File: src/rtl/uart_pattern_gen.sv
// Burst test-data source: increment, decrement, walking-one or LFSR words over valid/ready.
// Define UART_PATTERN_GEN_LFSR_EN to build LFSR mode 3; otherwise mode 3 behaves as increment.
module uart_pattern_gen #(
    parameter int DATA_W = 8,
    parameter int LEN_W  = 8
) (
    input  logic              clk,
    input  logic              rst_n,
    input  logic              start,
    input  logic              stop,
    input  logic [1:0]        mode,
    input  logic [DATA_W-1:0] seed,
    input  logic [LEN_W-1:0]  burst_len,
    output logic [DATA_W-1:0] data,
    output logic              valid,
    input  logic              ready,
    output logic              busy,
    output logic              done
);

    typedef enum logic [1:0] {
        IDLE,
        RUN,
        DONE
    } state_t;

    state_t            state;
    state_t            state_next;
    logic [DATA_W-1:0] pattern;
    logic [DATA_W-1:0] pattern_step;
    logic [DATA_W-1:0] seed_eff;
    logic [LEN_W-1:0]  remaining;
    logic [1:0]        mode_q;
    logic              continuous;
    logic              handshake;
    logic              last_beat;

    assign handshake = (state == RUN) && ready;
    assign last_beat = !continuous && (remaining == LEN_W'(1));

`ifdef UART_PATTERN_GEN_LFSR_EN
    logic lfsr_fb;

    generate
        if (DATA_W == 32) begin : g_fb32
            assign lfsr_fb = pattern[31] ^ pattern[21] ^ pattern[1] ^ pattern[0];
        end else if (DATA_W == 16) begin : g_fb16
            assign lfsr_fb = pattern[15] ^ pattern[14] ^ pattern[12] ^ pattern[3];
        end else begin : g_fb8
            assign lfsr_fb = pattern[7] ^ pattern[5] ^ pattern[4] ^ pattern[3];
        end
    endgenerate
`endif

    always_comb begin
        pattern_step = pattern + DATA_W'(1);
        case (mode_q)
            2'd1: pattern_step = pattern - DATA_W'(1);
            2'd2: pattern_step = {pattern[DATA_W-2:0], pattern[DATA_W-1]};
`ifdef UART_PATTERN_GEN_LFSR_EN
            2'd3: pattern_step = {pattern[DATA_W-2:0], lfsr_fb};
`endif
            default: ;
        endcase
    end

    // Walking-one and LFSR would lock up at zero, so a zero seed becomes 1 for them.
    always_comb begin
        seed_eff = seed;
        if (seed == '0) begin
            if (mode == 2'd2)
                seed_eff = DATA_W'(1);
`ifdef UART_PATTERN_GEN_LFSR_EN
            if (mode == 2'd3)
                seed_eff = DATA_W'(1);
`endif
        end
    end

    always_ff @(posedge clk or negedge rst_n) begin
        if (!rst_n)
            state <= IDLE;
        else
            state <= state_next;
    end

    // Stop takes priority over the last-beat exit, so an aborted burst never pulses done.
    always_comb begin
        state_next = state;
        case (state)
            IDLE: if (start) state_next = RUN;
            RUN: begin
                if (stop)
                    state_next = IDLE;
                else if (handshake && last_beat)
                    state_next = DONE;
            end
            DONE:    state_next = IDLE;
            default: state_next = IDLE;
        endcase
    end

    always_ff @(posedge clk or negedge rst_n) begin
        if (!rst_n) begin
            pattern    <= '0;
            remaining  <= '0;
            mode_q     <= 2'd0;
            continuous <= 1'b0;
        end else if (state == IDLE && start) begin
            pattern    <= seed_eff;
            remaining  <= burst_len;
            mode_q     <= mode;
            continuous <= (burst_len == '0);
        end else if (handshake) begin
            pattern <= pattern_step;
            if (!continuous)
                remaining <= remaining - LEN_W'(1);
        end
    end

    assign data  = pattern;
    assign valid = (state == RUN);
    assign busy  = (state == RUN);
    assign done  = (state == DONE);

endmodule
File: config.mk
export PLATFORM = sky130hd
export DESIGN_NAME = uart_pattern_gen
export DESIGN_NICKNAME = d
export VERILOG_FILES = /design/src/rtl/uart_pattern_gen.sv
export SDC_FILE = /design/constraint.sdc
export NUM_CORES = 1
export LEC_CHECK = 0
export ABC_CLOCK_PERIOD_IN_PS = 1900
export BUFFER_PORTS_ARGS = -buffer_cell sky130_fd_sc_hd__buf_2
export CAP_MARGIN = 40
export CORE_MARGIN = 1.5
export CORE_UTILIZATION = 49
export DETAILED_ROUTE_END_ITERATION = 16
export PLACE_DENSITY = 0.86
export SYNTH_ARGS = -nofsm -noshare
export SYNTH_HDL_FRONTEND = slang
export SYNTH_SLANG_ARGS = --single-unit
File: constraint.sdc
create_clock -name clk -period 1.9 [get_ports clk]
set_input_delay 0.19 -clock clk [delete_from_list [all_inputs] [get_ports clk]]
set_output_delay 0.19 -clock clk [all_outputs]
set_load 0.03 [all_outputs]
==> flow_metrics.env <==
export IMPL_status="complete, no violations"
export IMPL_grt_first_pass_wirelength_um=7003
export IMPL_grt_pass1_vias=1598
export IMPL_cp_startpoint="mode_q[1]"
export IMPL_ys_seq_area_frac=0.3144
export IMPL_powerDensity_mw_per_mm2=1345
export IMPL_cts_tree="built"
export IMPL_core_area_mm2=0.003311
export IMPL_use_met2=0.4301
export IMPL_min_path_type="in -> reg"
export IMPL_synth_top_area_share=0.3144
export IMPL_arrival_ps=2120
export IMPL_clockRootBuffer="clkbuf_4"
export IMPL_max_slew_margin=0.6619
export IMPL_area_growth_pct=20.13
export IMPL_cp_required_ps=2170
export IMPL_die_area_mm2=0.003771
export IMPL_ios=34
export IMPL_cts_setup_buffers=0
export IMPL_use_met1=0.3233
export IMPL_initial_core_util=0.5049
export IMPL_diodes=0
export IMPL_htree_levels=1
export IMPL_ys_seq_elements=21
export IMPL_path_clk_slew_ps=140
export IMPL_power_leakage_nw=0.8804
export IMPL_cts_buffers=3
export IMPL_grtUsageTotal=0.2477
export IMPL_syn_area_mm2=0.001672
export IMPL_slew_violations=0
export IMPL_die_y_um=61.41
export IMPL_wl_per_cell_um=15.05
export IMPL_vdd_drop_max_mv=0.7141
export IMPL_total_power_mw=2.701
export IMPL_cp_end_kind="flip-flop"
export IMPL_tightestPinTransition_ps=507.2
export IMPL_fmax_ghz=0.5390
export IMPL_rsz0062_at_grt="yes"
export IMPL_fin_crit_ps=1855
export IMPL_fin_skew_ps=11.92
export IMPL_yosys_warnings=0
export IMPL_hp_start="stop"
export IMPL_grt_max_degree=22
export IMPL_synth_edf_count=0
export IMPL_ys_async_sr_fraction=1.000
export IMPL_cp_slowest_cell="dfrtp_1"
export IMPL_first_pass_iters=5
export IMPL_drc=0
export IMPL_wl_um=4471
export IMPL_gp_congestion=0.9520
export IMPL_syn_avg_cell_area_um2=7.848
export IMPL_die_x_um=61.41
export IMPL_cap_violations=0
export IMPL_vias=1834
export IMPL_cp_max_fo=4
export IMPL_numClockSinks=21
export IMPL_clock_latency_ps=320
export IMPL_nets=278
export IMPL_finalCritPeriodShare=0.9765
export IMPL_synth_area_leaders="dfrtp_1, nand2_1, nor2_1"
export IMPL_timing_worst_setup_path_type="reg -> reg"
export IMPL_synth_flop_cell="dfrtp_1"
export IMPL_hpwl_um=3345
export IMPL_routed_via_density=6.175
export IMPL_syn_nets=239
export IMPL_crit_chain="nand2b_4, xnor2_2, ha_2, nand2_4, nor4b_4, a31oi_2, o311ai_2, a22o_1"
export IMPL_syn_inst=213
export IMPL_synth_most_common_cell="nand2_1"
export IMPL_finalHoldViolCount=0
export IMPL_yosys_area_top_type="dfrtp_1"
export IMPL_place_ws_ps=75.48
export IMPL_rows=21
export IMPL_portBuffers=33
export IMPL_worst_slack_ps=44.62
export IMPL_met3_usage=0.04622
export IMPL_grt_overflow=0
export IMPL_synth_cell_type_count=54
export IMPL_finalSetupViolations=0
export IMPL_timing_rr_start="mode_q[1]"
export IMPL_worst_path_largest_cell_delay_ps=400
export IMPL_ys_top_cells_by_count="nand2_1, dfrtp_1, nor2_1"
export IMPL_antenna_found_initial=0
export IMPL_drive_gt1_frac=0.2590
export IMPL_busiest_layer="met2"
export IMPL_drt_iter0_markers=113
export IMPL_startpoint_type="flip-flop"
export IMPL_clockBufferDepth=2
export IMPL_ant_nets=0
cells by family after synthesis:
group | after synthesis | synth area share
adders and majority gates | 5 | 0.03443
and+or+nand+nor | 93 | 0.2882
AOI/OAI and AO/OA | 65 | 0.2597
DFF | 21 | 0.3144
xor gates and xnor gates | 4 | 0.02096
muxes | 1 | 0.005988
buffers and inverters | 24 | 0.07635
worst max-delay path: cells and delay by family (launching register included):
kind,cells,cell delay (ps)
xor+xnor,1,120
compound gates,3,550
simple gates,3,500
flops,1,400
fa+ha+maj,1,240
layout make-up:
cell class / instances / area, um^2
fill: 295 / 1303
multi-input combinational: 168 / 1075
sequential: 21 / 526.8
timing repair buffer: 49 / 287.8
tap: 46 / 57.56
inverter: 9 / 33.78
clock buffer: 3 / 22.52
clock inverter: 1 / 5.005
path summary, 6_finish.rpt:
kind / depth (start not counted) / end / slack [ps]
setup / recovery: 8 / data[6] / 40
hold / removal: 2 / state[0] / 60
setup reg to reg: 8 / data[6] / 40
hold reg to reg: 2 / remaining[5] / 520
max in group asynchronous: 2 / data[1] / 1180
min in group asynchronous: 2 / data[3] / 360
per-stage QoR:
stage | hold slack (ps) | setup TNS, ps | cell area, um^2 | util | cells
floorplan | -105.6 | 0 | 1695 | - | 213
global placement | 179.5 | 0 | 1933 | 0.5839 | 292
detailed placement | 188.4 | 0 | 1933 | 0.5839 | 292
CTS | 54.36 | 0 | 1971 | 0.5952 | 297
global route | 49.21 | -54.75 | 2008 | 0.6066 | 297
finish | 64.35 | 0 | 2008 | 0.6066 | 297
routing by layer:
layer	wire [um]	up-vias
li1	-	863
met1	1886	865
met2	2144	92
met3	365	14
met4	74	0
met5	0	-
cell usage in the layout, fill, tap and decap left out, types with 5 or more instances in the layout:
cell type | Yosys | final
nand3_1 | 7 | 7
a21oi_1 | 14 | 14
buf_4 | 4 | 15
a22oi_1 | 5 | 5
dfrtp_1 | 21 | 20
nor4_1 | 6 | 6
nor2_1 | 21 | 21
buf_2 | 6 | 33
nor3_1 | 9 | 9
nand2_1 | 25 | 24
inv_1 | 8 | 8
o21ai_0 | 13 | 12
what timing repair did:
item / 4_1_cts / 5_1_grt
resized for setup: 0 / 7
hold endpoints to repair: 21 / 0
setup endpoints to repair: 0 / 4
hold buffers: 1 / 0
power by group:
group / internal, mW / total (mW) / switching [mW]
clock: 0.0787 / 0.229 / 0.150
combinational: 0.652 / 1.58 / 0.924
sequential: 0.618 / 0.896 / 0.278
state kept, by name, indices dropped and copies added, names as in the netlist:
signal and cells:
state 2, data 8, continuous 1, remaining 8
mode_q 2
Power figures use the tool's default switching activity.
